--- src/rtl/sap_pkg.sv ---
// sap_pkg: SAP-1 control-word bit positions, masks, flag indices and opcodes.
package sap_pkg;
    localparam int HALT = 15;
    localparam int MI   = 14;
    localparam int RI   = 13;
    localparam int RO   = 12;
    localparam int IO   = 11;
    localparam int II   = 10;
    localparam int AI   = 9;
    localparam int AO   = 8;
    localparam int SMO  = 7;
    localparam int SU   = 6;
    localparam int BI   = 5;
    localparam int OI   = 4;
    localparam int CE   = 3;
    localparam int CO   = 2;
    localparam int JE   = 1;
    localparam int FI   = 0;

    localparam logic [15:0] M_HALT = 16'(1) << HALT;
    localparam logic [15:0] M_MI   = 16'(1) << MI;
    localparam logic [15:0] M_RI   = 16'(1) << RI;
    localparam logic [15:0] M_RO   = 16'(1) << RO;
    localparam logic [15:0] M_IO   = 16'(1) << IO;
    localparam logic [15:0] M_II   = 16'(1) << II;
    localparam logic [15:0] M_AI   = 16'(1) << AI;
    localparam logic [15:0] M_AO   = 16'(1) << AO;
    localparam logic [15:0] M_SMO  = 16'(1) << SMO;
    localparam logic [15:0] M_SU   = 16'(1) << SU;
    localparam logic [15:0] M_BI   = 16'(1) << BI;
    localparam logic [15:0] M_OI   = 16'(1) << OI;
    localparam logic [15:0] M_CE   = 16'(1) << CE;
    localparam logic [15:0] M_CO   = 16'(1) << CO;
    localparam logic [15:0] M_JE   = 16'(1) << JE;
    localparam logic [15:0] M_FI   = 16'(1) << FI;

    localparam int FLAG_C = 7;
    localparam int FLAG_Z = 6;

    typedef enum logic [3:0] {
        OP_NOP = 4'h0,
        OP_LDA = 4'h1,
        OP_ADD = 4'h2,
        OP_SUB = 4'h3,
        OP_STA = 4'h4,
        OP_LDI = 4'h5,
        OP_JMP = 4'h6,
        OP_JC  = 4'h7,
        OP_JZ  = 4'h8,
        OP_OUT = 4'hE,
        OP_HLT = 4'hF
    } opcode_e;
endpackage

--- src/rtl/sap_datapath_alu.sv ---
// sap_alu: combinational add/subtract of A and B; subtract adds the two's complement of B
// as a 9-bit value so carry means "no borrow".
module sap_alu #(
    parameter int W = 8
) (
    input  logic [W-1:0] i_a,
    input  logic [W-1:0] i_b,
    input  logic         i_sub,
    output logic [W-1:0] o_result,
    output logic         o_carry
);
    logic [W:0] w_opb;
    logic [W:0] w_sum;
    assign w_opb = i_sub ? {1'b0, ~i_b} + (W+1)'(1) : {1'b0, i_b};
    assign w_sum = {1'b0, i_a} + w_opb;
    assign o_result = w_sum[W-1:0];
    assign o_carry  = w_sum[W];
endmodule

--- src/rtl/sap_datapath.sv ---
// sap_datapath: SAP-1 responder executing the 16-bit control word (registers, RAM, ALU, bus).
// Optional SAP_BUS_CHECK_EN adds a sticky multi-driver bus error.
module sap_datapath
    import sap_pkg::*;
#(
    parameter int    DATA_W   = 8,
    parameter int    ADDR_W   = 4,
    parameter string MEM_INIT = ""
) (
    input  logic              clk,
    input  logic              reset,
    input  logic [15:0]       ctrl,
    input  logic              prog_we,
    input  logic [ADDR_W-1:0] prog_addr,
    input  logic [DATA_W-1:0] prog_data,
    output logic [3:0]        instruction,
    output logic [7:0]        flags,
    output logic [DATA_W-1:0] out_value,
    output logic [DATA_W-1:0] bus,
    output logic              halted,
    output logic              bus_error
);
    logic [ADDR_W-1:0] r_pc, r_mar;
    logic [DATA_W-1:0] r_ir, r_a, r_b, r_out;
    logic              r_c, r_z, r_halted;
    logic [DATA_W-1:0] r_ram [2**ADDR_W];
    logic [DATA_W-1:0] w_alu, w_bus;
    logic              w_carry, w_ram_we;

    sap_alu #(.W(DATA_W)) u_alu (
        .i_a(r_a), .i_b(r_b), .i_sub(ctrl[SU]), .o_result(w_alu), .o_carry(w_carry)
    );

    assign w_bus = ctrl[RO]  ? r_ram[r_mar] :
                   ctrl[SMO] ? w_alu :
                   ctrl[AO]  ? r_a :
                   ctrl[IO]  ? DATA_W'(r_ir[3:0]) :
                   ctrl[CO]  ? DATA_W'(r_pc) : '0;

    assign w_ram_we = reset ? prog_we : (!r_halted && ctrl[RI]);

    always_ff @(posedge clk) begin
        if (w_ram_we)
            r_ram[reset ? prog_addr : r_mar] <= reset ? prog_data : w_bus;
    end

    always_ff @(posedge clk) begin
        if (reset) begin
            r_pc     <= '0;
            r_mar    <= '0;
            r_ir     <= '0;
            r_a      <= '0;
            r_b      <= '0;
            r_out    <= '0;
            r_c      <= 1'b0;
            r_z      <= 1'b0;
            r_halted <= 1'b0;
        end else if (!r_halted) begin
            if (ctrl[MI]) r_mar <= w_bus[ADDR_W-1:0];
            if (ctrl[II]) r_ir <= w_bus;
            if (ctrl[AI]) r_a <= w_bus;
            if (ctrl[BI]) r_b <= w_bus;
            if (ctrl[OI]) r_out <= w_bus;
            if (ctrl[FI]) begin
                r_c <= w_carry;
                r_z <= (w_alu == '0);
            end
            if (ctrl[JE]) r_pc <= w_bus[ADDR_W-1:0];
            else if (ctrl[CE]) r_pc <= r_pc + 1'b1;
            if (ctrl[HALT]) r_halted <= 1'b1;
        end
    end

`ifdef SAP_BUS_CHECK_EN
    logic r_bus_error;
    logic w_multi;
    assign w_multi = $countones({ctrl[RO], ctrl[SMO], ctrl[AO], ctrl[IO], ctrl[CO]}) > 1;
    always_ff @(posedge clk) begin
        if (reset) begin
            r_bus_error <= 1'b0;
        end else if (!r_halted && w_multi) begin
            r_bus_error <= 1'b1;
            $error("sap_datapath bus conflict ctrl=%h", ctrl);
        end
    end
    assign bus_error = r_bus_error;
`else
    assign bus_error = 1'b0;
`endif

    assign instruction = r_ir[DATA_W-1 -: 4];
    assign flags       = {r_c, r_z, 6'b0};
    assign out_value   = r_out;
    assign bus         = w_bus;
    assign halted      = r_halted;
endmodule
--- config.mk ---
export PLATFORM = sky130hd
export DESIGN_NAME = sap_datapath
export DESIGN_NICKNAME = d
export VERILOG_FILES = /design/src/rtl/sap_pkg.sv /design/src/rtl/sap_datapath_alu.sv /design/src/rtl/sap_datapath.sv
export SDC_FILE = /design/constraint.sdc
export NUM_CORES = 1
export LEC_CHECK = 0
export CORE_ASPECT_RATIO = 0.6
export CORE_MARGIN = 3
export CORE_UTILIZATION = 58
export CTS_CLUSTER_SIZE = 12
export DETAILED_ROUTE_END_ITERATION = 6
export PLACE_DENSITY = 0.85
export SLEW_MARGIN = 20
export SYNTH_ARGS = -nofsm -noshare
export SYNTH_HDL_FRONTEND = slang
export SYNTH_SLANG_ARGS = --single-unit
--- constraint.sdc ---
create_clock -name clk -period 3.8 [get_ports clk]
set_input_delay 0.57 -clock clk [delete_from_list [all_inputs] [get_ports clk]]
set_output_delay 0.57 -clock clk [all_outputs]
set_load 0.01 [all_outputs]
### After elaboration in Yosys (flattened, before gate mapping)

Memories as Yosys holds them, arrays and structs flattened. A register that Yosys moved wholly into a read port is not among the register bits.
Index checks and enable logic that the tools add are counted.

| operators by class | value |
|---|---|
| add/sub/neg operators | 3 |
| bitwise gates (word level) | 2 |
| reductions and logical operators | 11 |
| muxes and demuxes | 17 |

Operators with widths:

| kind | count |
|---|---|
| 8-bit two-way mux | 4 |
| 4-bit two-way mux | 7 |
| 2-bit AND reduction | 7 |
| 8-bit by 1-bit adder with 9-bit output, second input constant | 1 |
| 8-bit by 9-bit adder with 9-bit output | 1 |
| 9-bit two-way mux | 1 |
| 8-bit logical NOT | 1 |
| 8-bit inverter | 1 |
| 1-bit two-way mux | 5 |
| 4-bit by 1-bit adder with 4-bit output, second input constant | 1 |
| 2-bit nonzero test | 1 |
| 1-bit logical AND | 1 |
| 1-bit logical NOT | 1 |
| 1-bit inverter | 1 |

| word-level totals | value |
|---|---|
| output and inout bits | 30 |
| memories | 1 |
| word-level logic and storage cells | 43 |
| RAM bits | 128 |
| flip-flop bits (word level) | 43 |
| input port bits | 31 |

Memories:

| memory | words | bits a word | rd ports | clocked after memory_dff | write ports | line | source |
|---|---|---|---|---|---|---|---|
| r_ram | 16 | 8 | 1 | 1 | 1 | sap_datapath.sv:26 | `logic [DATA_W-1:0] r_ram [2**ADDR_W];` |

### Longest topological paths before layout

Gate-level depths: netlist (run 1).

| depth | value |
|---|---|
| word-level depth | 8 |
| gate-level depth with buffers | 12 |
| depth with buffers taken out | 11 |

### Modules after synthesis

From an unflattened synthesis (run 1), not the netlist that was laid out.

| second synthesis, totals | value |
|---|---|
| cells, all modules | 563 |
| area, all modules | 7692.4 µm² |

Modules (own cells, without submodules):

| module | area each (µm²) | seq. area each (µm²) | instances | cells each |
|---|---|---|---|---|
| sap_datapath | 7208.2 | 4784.6 | 1 | 498 |
| sap_alu | 484.2 | 0.0 | 1 | 65 |

### Worst setup path before layout (run 1)

No wires, ideal clock.

| timing path | value |
|---|---|
| path kind | in2reg |
| start | in ctrl[6] |
| end | mem r_ram[0][7] (data pin) |
| stages | 10 |
| setup time | 0.302 ns |
| slack | 0.557 ns |
| data required time | 3.498 ns |
| path buffers | 2 |
| data arrival time | 2.941 ns |
| path through | clkbuf_1 nand2_1 xnor2_1 ha_1 a2111oi_0 o21ai_0 mux2i_1 or2_2 clkbuf_1 a31oi_1 |

| on the way | value |
|---|---|
| longest elaborated chain between the ends | 5 |

RTL lines:

| element | line | source |
|---|---|---|
| start, declared | sap_datapath.sv:12 | `input logic [15:0] ctrl,` |
| 9-bit two-way mux | sap_datapath_alu.sv:14 | `assign w_opb = i_sub ? {1'b0, ~i_b} + (W+1)'(1) : {1'b0, i_b};` |
| 8-bit by 9-bit adder with 9-bit output | sap_datapath_alu.sv:15 | `assign w_sum = {1'b0, i_a} + w_opb;` |
| 8-bit two-way mux | sap_datapath.sv:35 | `ctrl[SMO] ? w_alu :` |
| 8-bit two-way mux | sap_datapath.sv:34 | `assign w_bus = ctrl[RO] ? r_ram[r_mar] :` |
| 8-bit two-way mux | sap_datapath.sv:44 | `r_ram[reset ? prog_addr : r_mar] <= reset ? prog_data : w_bus;` |
| end, declared | sap_datapath.sv:26 |  |

Every way passes these cells.

### Final worst setup path (run 1)

| timing path | value |
|---|---|
| start | reg r_b[1] |
| end | out bus[7] |

| on the way | value |
|---|---|
| longest elaborated chain between the ends | 6 |

RTL lines:

| element | line | source |
|---|---|---|
| start, declared | sap_datapath.sv:24 | `logic [DATA_W-1:0] r_ir, r_a, r_b, r_out;` |
| start signal, assigned | sap_datapath.sv:62 | `if (ctrl[BI]) r_b <= w_bus;` |
| 8-bit inverter | sap_datapath_alu.sv:14 |  |
| 8-bit by 1-bit adder with 9-bit output | sap_datapath_alu.sv:14 |  |
| 9-bit two-way mux * | sap_datapath_alu.sv:14 |  |
| 8-bit by 9-bit adder with 9-bit output * | sap_datapath_alu.sv:15 |  |
| 8-bit two-way mux * | sap_datapath.sv:35 |  |
| 8-bit two-way mux * | sap_datapath.sv:34 |  |
| end, declared | sap_datapath.sv:19 | `output logic [DATA_W-1:0] bus,` |

Mark *: on every way between the ends. The rest lies on a longest branch, timed or not.

==> results of run 1 <==
[final timing paths]
kind	startpoint	end
hold / removal	out_value[1]$_SDFFE_PP0P_	out_value[1]$_SDFFE_PP0P_
setup / recovery	r_b[1]$_SDFFE_PP0P_	bus[7]
hold reg to reg	out_value[1]$_SDFFE_PP0P_	out_value[1]$_SDFFE_PP0P_
setup reg to reg	r_b[1]$_SDFFE_PP0P_	r_ram[14][3]$_DFFE_PP_
[layer usage]
metal	vias to the layer above	global-route usage, %	wire [um]
met1	2794	44.31	9126
met2	391	38.57	9035
met4	0	8.667	332
met3	40	9.253	2809
li1	2467	-	-
met5	-	0	0
[sequential cells by signal, indices dropped and copies added, names as in the netlist, named ones only]
name       cells
r_c            1
r_pc           4
r_a            8
r_b            8
r_ir           8
r_ram        128
r_mar          4
r_z            1
halted         1
out_value      8
[kinds of logic (layout without fill, tap and decap cells)]
family	after synthesis	after routing
buffers and inverters	62	169
adder cells (fa/ha/maj)	11	11
XOR/XNOR	10	10
AO/OA/AOI/OAI	134	134
multiplexers	50	50
flip-flops	175	175
AND/OR/NAND/NOR	153	153
other	1	7
[synthesized netlist by cell type (all sizes together) (2+ instances only)]
cell	count
nand3	15
buf	28
o211ai	6
mux4	31
a221o	4
nand3b	6
nor4b	4
clkbuf	17
nor3b	2
a211oi	4
o31a	2
dfxtp	47
a31oi	9
nand2b	9
a21oi	42
nor3	3
o41ai	2
nand2	58
or2	2
nor2	35
o21a	3
mux2i	15
inv	17
edfxtp	128
mux2	4
o21bai	2
a221oi	3
o22ai	5
o31ai	7
a22o	2
and3	6
o21ai	27
ha	10
a21o	5
xnor2	7
nor2b	9
xor2	3
[per-stage QoR]
stage                     utilization [%]  power (W)  cells
after CTS                           72.83   0.004801    878
after global routing                73.03   0.004980    879
final                               73.03   0.004816    879
after detailed placement            68.30   0.003128    846
after global placement              68.30   0.003104    846
after floorplan                         -   0.002734    602
[worst register-to-register path: stages, from the launching register on]
cell,delay (ps)
dfxtp_2,350
inv_1,60
ha_1,200
nand2b_1,160
xnor2_1,140
ha_1,330
or2_2,320
buf_4,140
a21oi_1,180
o31a_1,240
and2_1,190
buf_4,180
a21oi_1,90
buf_4,210
[final cells by class]
class / instances / area share (%)
Inverter: 17 / 0.6654
Clock inverter: 15 / 1.539
Multi-Input combinational cell: 365 / 30.31
Timing Repair Buffer: 120 / 10.93
Clock buffer: 17 / 4.436
Sequential cell: 175 / 49.90
Tap cell: 170 / 2.218
[cell usage in the layout (no fill, tap or decap), types with 7 or more instances in the layout]
master	n
a31oi_1	9
nand2b_1	8
dfxtp_1	46
mux4_2	18
mux2i_1	14
buf_4	66
mux4_1	13
nor2b_1	9
nand3_1	15
xnor2_1	7
o21ai_0	19
edfxtp_1	128
inv_1	17
nor2_1	35
conb_1	7
clkdlybuf4s50_1	48
ha_1	10
a21oi_1	40
nand2_1	56
clkbuf_16	17
[timing repair]
item / CTS / global route
buffers inserted: 0 / 1
cloned: 0 / 0
setup endpoints to repair: 6 / 5
resized for setup: 12 / 6
pin swaps: 0 / 2
[power breakdown]
part           internal (W)  switching [W]  total, W
Clock              0.000872       0.000813   0.00169
Sequential          0.00216      0.0000653   0.00222
Combinational      0.000412       0.000497  0.000909
==> impl_metrics.yaml, run 1 <==
run_status:
  status: "finished clean"
cts:
  cts-hold-fix-buffers: 0
  cts_root_buffer: "clkbuf_16"
  htreeDepth: 4
  clockBufferDepth: 2
  insertion_delay_ps: 440
  numCtsBuffers: 17
  cts_sinks: 175
  path_clk_slew_ps: 70
  cts_tree: "built"
finish:
  drive_gt1_share_pct: 20.73
  n_antenna_cell: 0
  multiInputGateArea_um2: 2907
  seqCellArea_um2: 4786
  nFillCells: 831
  fin_area_um2: 9590
  area_growth_pct: 20.54
  final_nets: 738
setup_path:
  path_common_cell: "nand2_1"
  crit_buf_inv: 2
  cp_cell_sequence: "inv_1 > ha_1 > nand2_1 > nand2_1 > xnor2_1 > ha_1 > a2111oi_2 > o21ai_1 > mux2i_1 > or2_2 > nand2_1 > clkdlybuf4s50_1"
  cp.required_ps: 3230
  start_kind: "flop"
  slowest_delay_ps: 530
  worstSetupEndpointType: "primary output"
  critPathMaxFanout: 4
  r2r_cells: 13
  cp.depth: 12
  crit_type: "reg -> out"
  crit_path_top_delay_cell: "clkdlybuf4s50_1"
  cpLargestDelayFamily: "buffers and inverters"
  arrival_ps: 3190
  rrSetupSlack_ps: 750
yosys:
  yosysUniqueCellTypes: 69
  synth-main-ff-cell: "edfxtp_1"
  synthArstFlopShare_pct: 0
  synthSimpleGateAreaFrac_pct: 9.357
  netlist_instances: 596
  ys_warn_count: 0
  synth-compound-area-share_pct: 11.57
  syn_avg_cell_area_um2: 13.35
  ys_ff_latch: 175
  synth_area_leader_cell: "edfxtp_1"
  synthAdderAreaFrac_pct: 1.824
  synth_top_family_by_area: "multiplexers"
  netlist_area_um2: 7956
  synthDominantCellAreaShare_pct: 48.31
  synthTopCellsByArea: "edfxtp_1, dfxtp_1, mux4_2, mux4_1, a21oi_1"
  ys_seq_area_share_pct: 60.14
  synth_edf_count: 128
  synth-xor-area-share_pct: 1.101
  synth_mux_area_share_pct: 11.89
grt:
  grt_max_degree: 38
  grt_usage_pct: 28.60
  grt_pass1_vias: 5343
  grt_pass1_wl_mm: 31.82
  gr-total-overflow: 0
  antenna_found_initial: 0
power:
  leakage_nw: 3.450
  ir_worst_vdd_mv: 0.3292
  power_density_nw_per_um2: 502.1
placement:
  port_buffers: 53
  detailed_place_hpwl_mm: 14.79
  dp_slack_ps: -300.1
  postPlaceCellArea_um2: 8970
  globalplace.congestion: 0.9998
detailed_routing:
  finalWirelength_mm: 21.30
  wl_per_cell_um: 24.23
  drt_first_iter_violations: 827
  ant_nets: 0
  vias: 5692
  drc_errors: 0
  drtPass1Iterations: 5
  via_per_inst: 6.476
sta:
  fmax_mhz: 266.0
  setup_tns_ps: 0
  clock_skew_ps: 9.902
  worst_pin_slew_ps: 1052
  slew_headroom_pct: 29.60
  fin_ws_ps: 40.60
  hold_ws_ps: 467.3
  rsz0062_at_grt: "yes"
  fin_crit_sh_pct: 98.93
  setup_viol: 0
  hold_viol: 0
  period_minus_slack_ps: 3759
  drv_slew: 0
die:
  fp.dieW_um: 157.2
  start_util_pct: 60.58
  die_h_um: 96.73
  pin_count: 61
  core_area_um2: 13130
  die-area_um2: 15210
  rows: 32
min_path:
  min_path_cells: 2
  hold_class: "reg -> reg"
run:
  cap_violations: 0
No activity file was read; power rests on OpenSTA's default activity.
==> run 2, diff against run 1 <==
- CELL_PAD_IN_SITES_DETAIL_PLACEMENT: default -> 1
- CELL_PAD_IN_SITES_GLOBAL_PLACEMENT: default -> 2
- CORE_UTILIZATION: 58 -> 41
==> impl_metrics.yaml, run 2 (synthesis results as in run 1) <==
finish:
  area_growth_pct: 22.61
  n_antenna_cell: 0
  drive_gt1_share_pct: 21.14
  final_common_cell: "edfxtp_1"
  multiInputGateArea_um2: 2899
  nFillCells: 1858
  final_util_pct: 52.61
  final_nets: 748
  largest_reg_flops: 128
  stdcell_count: 959
  largest-register: "r_ram"
  fin_area_um2: 9756
  seqCellArea_um2: 4786
  final_cell_mix: "edfxtp_1, buf_4, nand2_1"
setup_path:
  crit_type: "reg -> out"
  crit_path_top_delay_cell: "dfxtp_1"
  slowest_delay_ps: 360
  worstSetupEndpointType: "primary output"
  critPathMaxFanout: 4
  cp_cell_sequence: "inv_1 > ha_1 > nand2b_1 > xnor2_1 > ha_1 > or2_2 > buf_4 > a21oi_1 > o31a_1 > and2_1 > inv_1 > dlygate4sd2_1"
  cpLargestDelayFamily: "simple AND/OR/NAND/NOR gates"
  arrival_ps: 3110
  cp.required_ps: 3230
  crit_buf_inv: 4
  start_kind: "flop"
run:
  cap_violations: 0
power:
  ir_worst_vdd_mv: 0.3405
  combinationalPowerShare_pct: 19.0
  p_switching_w: 0.001329
  power_density_nw_per_um2: 507.0
  leakage_nw: 3.526
  clkPwrFrac_pct: 36.1
  internal_power_w: 0.003617
  power_frac_seq_pct: 44.9
  switching_share_pct: 26.87
grt:
  grt_pass1_wl_mm: 35.75
  gr-total-overflow: 0
  grt_max_degree: 38
  grt_usage_pct: 23.55
  grt_pass1_vias: 5666
  antenna_found_initial: 0
cts:
  numCtsBuffers: 17
  clockBufferDepth: 2
  cts_tree: "built"
  htreeDepth: 4
  cts_root_buffer: "clkbuf_16"
  cts_sinks: 175
  insertion_delay_ps: 440
  path_clk_slew_ps: 60
sta:
  fin_crit_sh_pct: 96.84
  hold_viol: 0
  setup_viol: 0
  worst_pin_slew_ps: 1053
  fmax_mhz: 271.7
  setup_tns_ps: 0
  clock_skew_ps: 12.48
  drv_slew: 0
  slew_headroom_pct: 29.53
  hold_ws_ps: 462.5
  period_minus_slack_ps: 3680
placement:
  globalplace.congestion: 0.9088
  postPlaceCellArea_um2: 9072
  port_buffers: 53
  detailed_place_hpwl_mm: 17.28
  dpl.cell_count: 918
detailed_routing:
  drtPass1Iterations: 5
  wl_per_cell_um: 24.87
  ant_nets: 0
  drc_errors: 0
  via_per_inst: 5.762
  vias: 5526
  drt_first_iter_violations: 591
  finalWirelength_mm: 23.85
die:
  die_h_um: 113.9
  core_area_um2: 18540
  pin_count: 61
  fp.dieW_um: 185.8
  die-area_um2: 21170
  rows: 38
  start_util_pct: 42.91
run_status:
  status: "finished clean"
min_path:
  hold_class: "reg -> reg"
-- run 2: cell count changes in the layout (fill, tap and decap cells not counted), moves of 2 or more --
cell,before,now
clkinv_1,0,2
inv_8,5,0
clkinvlp_4,3,0
dlygate4sd2_1,2,6
inv_6,3,5
clkinv_4,3,0
bufinv_16,0,3
buf_4,66,76
clkdlybuf4s50_1,48,46
clkinv_2,0,3
-- run 2: layout make-up --
type | count | share of cell area (%)
inverter | 17 | 0.6541
clock inverter | 14 | 1.654
tap | 240 | 3.078
clock buffer | 18 | 4.399
multi-input combinational | 365 | 29.72
timing repair buffer | 130 | 11.44
sequential | 175 | 49.06
-- run 2: through the flow --
step                total power, W  worst slack, ps
floorplan                 0.002734            556.9
global placement          0.003138           -170.1
detailed placement        0.003162           -260.8
CTS                       0.004964            2.335
global route              0.005140           -4.908
finish                    0.004946            119.9
-- run 2: final timing paths --
| check | startpoint | slack (ps) | to | cells after the start |
|---|---|---|---|---|
| max | r_b[0]$_SDFFE_PP0P_ | 120 | bus[3] | 12 |
| min | r_z$_SDFFE_PP0P_ | 460 | r_z$_SDFFE_PP0P_ | 2 |
| max reg2reg | r_b[0]$_SDFFE_PP0P_ | 350 | r_ram[3][2]$_DFFE_PP_ | 13 |
| min reg2reg | r_z$_SDFFE_PP0P_ | 460 | r_z$_SDFFE_PP0P_ | 2 |
-- run 2: power groups by stage --
stage,combinational (W),sequential (W),clock (W)
floorplan,0.000502,0.00223,0
detailed placement,0.000903,0.00226,0
global placement,0.000882,0.00226,0
finish,0.000940,0.00222,0.00179
CTS,0.000926,0.00222,0.00182
global route,0.00101,0.00223,0.00190
-- run 2: timing repair --
action	in CTS	in global routing
cloned	0	0
pin swaps	6	3
setup buffers	7	2
resized for setup	15	2
endpoints found under the setup margin	6	2
hold buffers	0	0
-- run 2: worst register-to-register path: stages, from the launching register on --
cell and delay (ps):
dfxtp_1 360, inv_1 80, ha_1 230, nand2b_1 160, xnor2_1 140, ha_1 360
buf_4 160, buf_4 120, xor2_1 190, nand2_1 100, a21oi_2 190, nor3_2 100
buf_4 170, a21oi_1 770
-- run 2: per-layer routing --
metal  track usage (%)  part of all wire (%)  up-vias
li1                  -                     -     2490
met1             37.85                    50     2782
met2             31.55                    40      228
met3             5.609                   8.9       26
met4             6.296                   1.3        0
met5                 0                     0        -
==> run 3, diff against run 2 <==
- PLACE_DENSITY: 0.85 -> 0.76
==> impl_metrics.yaml, run 3 (synthesis results as in run 1) <==
setup_path:
  crit_path_top_delay_cell: "dfxtp_2"
  slowest_delay_ps: 350
  cp.required_ps: 3230
  crit_type: "reg -> out"
  crit_buf_inv: 4
  cpLargestDelayFamily: "compound AO/OA/AOI/OAI gates"
  cp_cell_sequence: "inv_1 > ha_1 > nand2_1 > nand2_1 > xnor2_1 > ha_1 > buf_4 > a21o_1 > buf_4 > o21bai_2 > mux2i_2 > o31a_1 > dlymetal6s2s_1"
  critPathMaxFanout: 6
  start_kind: "flop"
  worstSetupEndpointType: "primary output"
  arrival_ps: 3090
placement:
  dp_slack_ps: -289.8
  port_buffers: 53
  detailed_place_hpwl_mm: 16.91
  globalplace.congestion: 0.8836
finish:
  largest-register: "r_ram"
  drive_gt1_share_pct: 21.96
  n_antenna_cell: 0
  seqCellArea_um2: 4787
  final_cell_mix: "edfxtp_1, buf_4, nand2_1"
  final_nets: 744
  area_growth_pct: 23.15
  multiInputGateArea_um2: 2927
  final_util_pct: 52.84
  largest_reg_flops: 128
  nFillCells: 1876
  final_common_cell: "edfxtp_1"
power:
  leakage_nw: 3.537
  power_density_nw_per_um2: 504.7
  ir_worst_vdd_mv: 0.3127
detailed_routing:
  wl_per_cell_um: 24.62
  finalWirelength_mm: 23.52
  vias: 5415
  drt_first_iter_violations: 414
  via_per_inst: 5.670
  ant_nets: 0
  drc_errors: 0
  drtPass1Iterations: 4
die:
  rows: 38
  die-area_um2: 21170
  start_util_pct: 42.91
  fp.dieW_um: 185.8
  core_area_um2: 18540
  die_h_um: 113.9
  pin_count: 61
sta:
  fmax_mhz: 273.5
  drv_slew: 0
  fin_crit_sh_pct: 96.21
  clock_skew_ps: 10.18
  rsz0062_at_grt: "no"
  hold_viol: 0
  worst_pin_slew_ps: 700.8
  period_minus_slack_ps: 3656
  slew_headroom_pct: 53.18
  setup_viol: 0
  fin_ws_ps: 144.0
run:
  cap_violations: 0
grt:
  gr-total-overflow: 0
  grt_max_degree: 31
  grt_pass1_vias: 5620
  grt_pass1_wl_mm: 35.25
  grt_usage_pct: 23.32
  antenna_found_initial: 0
min_path:
  hold_class: "reg -> reg"
cts:
  cts_root_buffer: "clkbuf_16"
  htreeDepth: 4
  clockBufferDepth: 2
  insertion_delay_ps: 430
  numCtsBuffers: 17
  path_clk_slew_ps: 60
  cts_sinks: 175
  cts-hold-fix-buffers: 0
  cts_tree: "built"
run_status:
  status: "finished clean"
-- run 3: cell types whose count changed in the layout (fill, tap and decap cells not counted), moves of 3 or more --
cell,change
buf_4,-6
inv_6,-5
dlygate4sd2_1,-4
clkbuf_16,+3
clkbuf_8,+3
inv_4,+3
mux2i_1,-3
-- run 3: per-stage QoR --
stage | std cells | power [W] | instance area (um^2) | hold WS (ps) | setup TNS [ps]
6_report | 955 | 0.004945 | 9798 | 461.6 | 0
5_1_grt | 955 | 0.005152 | 9798 | 499.1 | 0
4_1_cts | 951 | 0.004964 | 9751 | 469.6 | 0
3_5_place_dp | 917 | 0.003155 | 9090 | 460.5 | -876.4
3_3_place_gp | 917 | 0.003129 | 9090 | 438.3 | -854.4
2_1_floorplan | 602 | 0.002734 | 7979 | 426.3 | 0
-- run 3: final timing paths --
kind / from / end / slack (ps) / cells after the start
worst max-delay path: r_b[1]$_SDFFE_PP0P_ / bus[5] / 140 / 13
worst min-delay path: r_z$_SDFFE_PP0P_ / r_z$_SDFFE_PP0P_ / 460 / 2
worst max register to register: r_b[1]$_SDFFE_PP0P_ / r_ram[9][6]$_DFFE_PP_ / 500 / 15
worst min register to register: r_z$_SDFFE_PP0P_ / r_z$_SDFFE_PP0P_ / 460 / 2
-- run 3: timing repair --
| item | in CTS | in global routing |
|---|---|---|
| resized for setup | 19 | 12 |
| buffers inserted | 2 | 4 |
| pin swaps | 3 | 6 |
| endpoints found under the setup margin | 6 | 5 |
-- run 3: worst reg2reg max path, delay by kind of cell (launching register included) --
kind	cells	cell delay [ps]
buf+inv	5	830
fa+ha+maj	2	530
flops	1	350
simple gates	2	130
mux	1	220
xor+xnor	1	140
compound gates	4	920
-- run 3: power by group --
part,switching (W),internal (W)
Clock,0.000724,0.00107
Combinational,0.000517,0.000411
Sequential,0.0000622,0.00216
Total,0.00130,0.00364
-- run 3: metal layers --
layer | vias to the layer above | global-route usage, % | share of wire, % | routed length [um]
met4 | 0 | 4.760 | 0.72 | 170
met2 | 156 | 32.24 | 42 | 9786
met3 | 14 | 6.979 | 6.9 | 1614
met5 | - | 0 | 0 | 0
met1 | 2782 | 36.29 | 51 | 11950
li1 | 2463 | - | - | -
-- run 3: area by class of cell --
type | instances | share of cell area, %
well taps | 240 | 3.065
repair buffers | 126 | 11.26
clock inverters | 7 | 0.6896
clock buffers | 25 | 5.606
inverters | 17 | 0.6513
multi-input cells | 365 | 29.87
flip-flops and latches | 175 | 48.86
